`config.mk`:
```
export PLATFORM = sky130hd
export DESIGN_NAME = frame_checker_mc
export DESIGN_NICKNAME = d
export VERILOG_FILES = /design/src/rtl/frame_checker_mc.sv
export SDC_FILE = /design/constraint.sdc
export NUM_CORES = 2
export LEC_CHECK = 0
export ABC_AREA = 0
export CAP_MARGIN = 20
export CELL_PAD_IN_SITES_DETAIL_PLACEMENT = 1
export CELL_PAD_IN_SITES_GLOBAL_PLACEMENT = 1
export CORE_UTILIZATION = 44
export DETAILED_ROUTE_END_ITERATION = 12
export PLACE_DENSITY = 0.83
export SETUP_SLACK_MARGIN = 0.4
export SYNTH_ARGS = -nofsm -noshare
export SYNTH_HDL_FRONTEND = slang
export SYNTH_SLANG_ARGS = --single-unit
```
`constraint.sdc`:
```
create_clock -name clk -period 8.5 [get_ports clk]
set_clock_uncertainty 0.2 [all_clocks]
set_input_delay 1.7 -clock clk [delete_from_list [all_inputs] [get_ports clk]]
set_output_delay 1.7 -clock clk [all_outputs]
set_load 0.005 [all_outputs]
```
`src/rtl/frame_checker_mc.sv`:
```
// Multi-channel AXIS frame checker: per-channel frame, lost, out-of-order and byte counters.
// Optional feature macro: FRAME_CHECKER_MC_BYTES_EN (per-channel byte counters).
module frame_checker_mc #(
  parameter int DATA_WIDTH = 512,
  parameter int ID_WIDTH   = 3,
  parameter int SEQ_OFFSET = 42
) (
  input  logic                    clk,
  input  logic                    rst_n,
  output logic                    ready,
  input  logic                    start,
  input  logic                    stop,
  input  logic [ID_WIDTH-1:0]     result_sel,
  output logic [127:0]            result,
  input  logic [DATA_WIDTH-1:0]   axis_s_data,
  input  logic [DATA_WIDTH/8-1:0] axis_s_keep,
  input  logic                    axis_s_last,
  input  logic [DATA_WIDTH/8-1:0] axis_s_user,
  input  logic [ID_WIDTH-1:0]     axis_s_id,
  input  logic                    axis_s_valid,
  output logic                    axis_s_ready
);
  localparam int NUM_CH = 1 << ID_WIDTH;
  localparam int KW     = DATA_WIDTH / 8;

  typedef enum logic [1:0] {IDLE, RUN, DRAIN} state_e;

  state_e                     state_q;
  logic                       ready_q, sready_q, in_frame_q, cnt_q;
  logic [ID_WIDTH-1:0]        ch_q;
  logic [NUM_CH-1:0][31:0]    frames_q, lost_q, ooo_q, exp_q;
  logic [NUM_CH-1:0]          seen_q;
  logic [127:0]               result_q;

  logic                acc, first, clear, cnt_first, counted, in_frame_d, seq_ok;
  logic [ID_WIDTH-1:0] ch;
  logic [31:0]         seq, diff, lost_new;
  logic [32:0]         lost_sum;
  logic                unused_bits;

  assign acc        = axis_s_valid & sready_q;
  assign first      = ~in_frame_q;
  assign clear      = (state_q == IDLE) & start;
  assign cnt_first  = acc & first & (state_q == RUN);
  assign counted    = acc & (first ? (state_q == RUN) : cnt_q);
  assign ch         = first ? axis_s_id : ch_q;
  assign in_frame_d = acc ? ~axis_s_last : in_frame_q;
  assign seq_ok     = &axis_s_keep[SEQ_OFFSET +: 4];

  // Sequence number is big-endian: byte SEQ_OFFSET lands in seq[31:24].
  always_comb begin
    seq = '0;
    for (int i = 0; i < 4; i++) seq[31-8*i -: 8] = axis_s_data[8*(SEQ_OFFSET+i) +: 8];
  end

  assign diff     = seq - exp_q[ch];
  assign lost_sum = {1'b0, lost_q[ch]} + {1'b0, diff};
  assign lost_new = lost_sum[32] ? 32'hFFFF_FFFF : lost_sum[31:0];

  assign unused_bits = ^{axis_s_user, axis_s_keep, axis_s_data};

  always_ff @(posedge clk or negedge rst_n) begin
    if (!rst_n) begin
      state_q  <= IDLE;
      ready_q  <= 1'b1;
      sready_q <= 1'b0;
    end else begin
      sready_q <= 1'b1;
      case (state_q)
        IDLE: if (start) begin
          state_q <= RUN;
          ready_q <= 1'b0;
        end
        // A beat accepted alongside stop decides whether a frame is still open.
        RUN: if (stop) begin
          if (in_frame_d) state_q <= DRAIN;
          else begin
            state_q <= IDLE;
            ready_q <= 1'b1;
          end
        end
        DRAIN: if (acc && axis_s_last) begin
          state_q <= IDLE;
          ready_q <= 1'b1;
        end
        default: begin
          state_q <= IDLE;
          ready_q <= 1'b1;
        end
      endcase
    end
  end

  always_ff @(posedge clk or negedge rst_n) begin
    if (!rst_n) begin
      in_frame_q <= 1'b0;
      cnt_q      <= 1'b0;
      ch_q       <= '0;
    end else begin
      in_frame_q <= in_frame_d;
      if (acc && first) begin
        cnt_q <= (state_q == RUN);
        ch_q  <= axis_s_id;
      end
    end
  end

  always_ff @(posedge clk or negedge rst_n) begin
    if (!rst_n) begin
      frames_q <= '0;
      lost_q   <= '0;
      ooo_q    <= '0;
      exp_q    <= '0;
      seen_q   <= '0;
    end else if (clear) begin
      frames_q <= '0;
      lost_q   <= '0;
      ooo_q    <= '0;
      exp_q    <= '0;
      seen_q   <= '0;
    end else begin
      if (counted && axis_s_last && frames_q[ch] != 32'hFFFF_FFFF)
        frames_q[ch] <= frames_q[ch] + 32'd1;
      if (cnt_first && seq_ok) begin
        if (!seen_q[ch]) begin
          seen_q[ch] <= 1'b1;
          exp_q[ch]  <= seq + 32'd1;
        end else if (diff == 32'd0) begin
          exp_q[ch] <= seq + 32'd1;
        end else if (!diff[31]) begin
          lost_q[ch] <= lost_new;
          exp_q[ch]  <= seq + 32'd1;
        end else if (ooo_q[ch] != 32'hFFFF_FFFF) begin
          ooo_q[ch] <= ooo_q[ch] + 32'd1;
        end
      end
    end
  end

  logic [31:0] bytes_sel;
`ifdef FRAME_CHECKER_MC_BYTES_EN
  logic [NUM_CH-1:0][31:0] bytes_q;
  logic [31:0]             pc;
  logic [32:0]             bytes_sum;

  always_comb begin
    pc = '0;
    for (int i = 0; i < KW; i++) pc = pc + {31'd0, axis_s_keep[i]};
  end

  assign bytes_sum = {1'b0, bytes_q[ch]} + {1'b0, pc};

  always_ff @(posedge clk or negedge rst_n) begin
    if (!rst_n)       bytes_q <= '0;
    else if (clear)   bytes_q <= '0;
    else if (counted) bytes_q[ch] <= bytes_sum[32] ? 32'hFFFF_FFFF : bytes_sum[31:0];
  end

  assign bytes_sel = bytes_q[result_sel];
`else
  assign bytes_sel = 32'd0;
`endif

  always_ff @(posedge clk or negedge rst_n) begin
    if (!rst_n) result_q <= '0;
    else        result_q <= {frames_q[result_sel], lost_q[result_sel], ooo_q[result_sel], bytes_sel};
  end

  assign ready        = ready_q;
  assign axis_s_ready = sready_q;
  assign result       = result_q;
endmodule

```
==> results.py <==
metrics = {
    "power_and_ir_drop": {
        "p_leak_nw": 30.12,
        "p_clk_share_pct": 30.4,
        "total_power_mw": 18.82,
        "p_sw_share_pct": 40.02,
        "internal_power_mw": 11.29,
        "p_seq_share_pct": 29.5,
        "powerDensity_nw_per_um2": 269.7,
        "comb_power_share_pct": 40.1,
        "ir_drop_mv": 0.2052,
        "power_switching_mw": 7.533,
    },
    "synth": {
        "ys_seq_area_share_pct": 48.62,
        "synthTopCellsByArea": "dfrtp_1 49%, mux4_2 7.5%, o21ai_0 5.6%",
        "async_flop_share_pct": 100.0,
        "avgSynthCellArea_um2": 10.40,
        "yosysMostFrequentCell": "dfrtp_1",
        "synth_cell_type_count": 110,
        "synth_edf_count": 0,
        "synth_top_area_share_pct": 48.58,
        "ys_dominant_reg_cell": "dfrtp_1",
        "yosys_warnings": 0,
        "syn-cell-area_um2": 58520,
        "syn_inst": 5628,
        "ys_seq_elements": 1137,
        "yosysTopAreaCell": "dfrtp_1",
        "synth_common_cells": "1136 x dfrtp_1, 869 x nand2_1, 652 x o21ai_0",
    },
    "timing": {
        "final.period_utilization_pct": 95.08,
        "finalCriticalPeriod_ns": 8.081,
        "hold_slack_ns": 0.2757,
        "worst_slack_ns": 0.4186,
        "finalHoldViolations": 0,
        "slew_violations": 0,
        "rsz0062_at_grt": "false",
        "relSlewSlack_pct": 21.50,
        "worstMarginPinSlew_ns": 1.177,
        "max_freq_mhz": 123.7,
        "tns_ns": 0,
        "setup_violations": 0,
    },
    "run": {
        "maxCapViolations": 0,
    },
    "setup_path": {
        "cp.buffers_inverters": 5,
        "startpoint_type": "register",
        "cpPeakStageDelay_ns": 0.94,
        "worstSetupEndpointType": "register",
        "worst_path_dominant_cell_family": "compound AO/OA/AOI/OAI gates",
        "worstPathArrival_ns": 8.47,
        "critPathMostFrequentCell": "buf_4",
        "critPathKind": "register to register",
        "cp_slowest_cell": "dfrtp_1",
        "path_max_fanout": 22,
        "cp.required_ns": 8.88,
    },
    "die": {
        "ios": 782,
        "die_area_um2": 134500,
        "fp.dieH_um": 366.7,
        "fp.dieW_um": 366.7,
        "row_count": 133,
        "initial_core_util_pct": 44.46,
        "core_area_um2": 131600,
    },
    "detailed_routing": {
        "viasPerCell": 6.954,
        "route.detailed.drc": 0,
        "antenna_left": 0,
        "drt_pass1_iterations": 6,
        "drt_iter0_markers": 6711,
        "wirelength_um": 248700,
        "wl_per_cell_um": 32.01,
        "vias": 54030,
    },
    "global_route": {
        "grt.total_usage_pct": 36.01,
        "antenna_found_initial": 17,
        "grt_pass1_wl_um": 368400,
        "overflow": 0,
        "grt_max_degree": 153,
        "grt_pass1_vias": 58120,
    },
    "cells_and_area": {
        "final_util_pct": 53.02,
        "seq_area_um2": 28450,
        "layout.nets": 6625,
        "area_growth_pct": 19.26,
        "fillers": 13980,
        "drive_gt1_share_pct": 19.42,
        "multiInputGateArea_um2": 28600,
    },
    "clock_tree": {
        "htreeDepth": 3,
        "path_clk_slew_ns": 0.08,
        "cts.sinks": 1137,
        "cts_buffer_depth": 3,
        "cts_hold_buffers": 0,
        "numCtsBuffers": 118,
        "ctsRootBufferMaster": "clkbuf_16",
        "cts_tree": "built",
        "clk_latency_ns": 0.80,
    },
    "placed_design": {
        "dp_slack_ns": -0.5646,
        "io_buffers": 145,
        "place_congestion": 0.9312,
        "dp_hpwl_um": 147800,
    },
    "hold_path": {
        "hold_path_class": "register to register",
    },
    "outcome": {
        "status": "finished, final reports clean",
    },
}
==> power by group through the flow <==
stage	clock (mW)	combinational, mW	sequential (mW)
floorplan	0	3.71	5.61
global placement	0	6.64	5.63
detailed placement	0	6.84	5.64
CTS	5.69	7.03	5.55
global route	5.91	7.76	5.55
finish	5.73	7.55	5.55
==> what timing repair did <==
item                                    in CTS  in global routing
cloned                                       0                  2
endpoints found under the setup margin     256                256
resized for setup                           27                 48
pin swaps                                   13                 35
setup buffers                                6                 14
==> registers in the layout, indices dropped and copies added (netlist names) <==
signal,count
cnt_q,1
ready,1
in_frame_q,1
state_q,2
result,96
ooo_q,256
ch_q,3
frames_q,256
lost_q,256
seen_q,8
axis_s_ready,1
exp_q,256
==> worst paths after layout <==
| check | cells after the start | slack (ns) | startpoint | end |
|---|---|---|---|---|
| max | 28 | 0.42 | in_frame_q | lost_q[184] |
| min | 2 | 0.28 | exp_q[135] | exp_q[135] |
| max reg2reg | 28 | 0.42 | in_frame_q | lost_q[184] |
| min reg2reg | 2 | 0.28 | exp_q[135] | exp_q[135] |
| max in group asynchronous | 3 | 5.42 | rst_n | exp_q[115] |
| min in group asynchronous | 1 | 0.75 | rst_n | result[116] |
==> final cells by class <==
type / count / share of cell area [%]
multi-input combinational: 3994 / 40.99
sequential: 1137 / 40.77
timing repair buffer: 615 / 8.839
clock buffer: 157 / 4.891
tap: 1755 / 3.146
clock inverter: 62 / 1.108
inverter: 45 / 0.2420
antenna: 5 / 0.01793
==> layout by cell type, fill, tap and decap left out, types with 21 or more instances in the layout <==
| cell | netlist | layout |
|---|---|---|
| buf_4 | 62 | 373 |
| clkdlybuf4s50_1 | 0 | 138 |
| o22ai_1 | 151 | 147 |
| nor2_1 | 167 | 160 |
| nand3_1 | 306 | 306 |
| clkinv_2 | 0 | 27 |
| a22o_1 | 249 | 249 |
| mux2_2 | 118 | 117 |
| clkbuf_8 | 0 | 26 |
| clkbuf_16 | 0 | 123 |
| o22a_1 | 38 | 35 |
| ha_1 | 60 | 56 |
| mux4_2 | 194 | 194 |
| o21ai_1 | 81 | 86 |
| xnor2_1 | 76 | 71 |
| a21oi_4 | 2 | 22 |
| buf_12 | 0 | 88 |
| inv_1 | 43 | 43 |
| dfrtp_1 | 1136 | 1136 |
| xor2_1 | 60 | 56 |
| and3_1 | 33 | 33 |
| o221ai_1 | 37 | 33 |
| nor4_1 | 30 | 29 |
| mux2i_1 | 176 | 175 |
| o21ai_0 | 652 | 644 |
| a222oi_1 | 34 | 34 |
| nand2b_1 | 26 | 23 |
| a21oi_1 | 107 | 95 |
| o211ai_1 | 21 | 21 |
| conb_1 | 2 | 33 |
| a31oi_1 | 33 | 33 |
| nand2_1 | 869 | 866 |
| nor2_4 | 0 | 24 |
| nor3_1 | 50 | 48 |
==> worst register-to-register path: cells and delay by family (launching register included) <==
kind,cells,cell delay [ns]
buffers and inverters,5,0.81
flip-flops,1,0.94
adder cells (fa/ha/maj),4,1.28
AO/OA/AOI/OAI,14,3.27
XOR/XNOR,1,0.32
AND/OR/NAND/NOR,4,1.06
==> layer usage <==
metal  global-route usage (%)  vias to the layer above  wire [µm]
li1                         -                    21270          -
met1                    43.12                    27500      88010
met2                    55.49                     3898     112600
met3                    10.33                     1347      27270
met4                    26.25                       14      20750
met5                        0                        -        100
==> per-stage QoR <==
step	cells	cell area, µm²
2_1_floorplan	5659	58860
3_3_place_gp	7524	65020
3_5_place_dp	7524	65020
4_1_cts	7749	69410
5_1_grt	7765	69780
6_report	7770	69790
==> logic make-up (layout without fill, tap and decap cells) <==
| logic type | Yosys count | after routing | synth area share (%) |
|---|---|---|---|
| compound gates | 1636 | 1636 | 18.38 |
| xor+xnor | 137 | 137 | 2.063 |
| fa+ha+maj | 66 | 66 | 1.424 |
| buf+inv | 528 | 879 | 4.148 |
| flops | 1137 | 1137 | 48.62 |
| mux | 492 | 492 | 12.86 |
| other cells | 2 | 38 | 0.01283 |
| simple gates | 1630 | 1630 | 12.49 |
(Power assumes the default switching activity.)
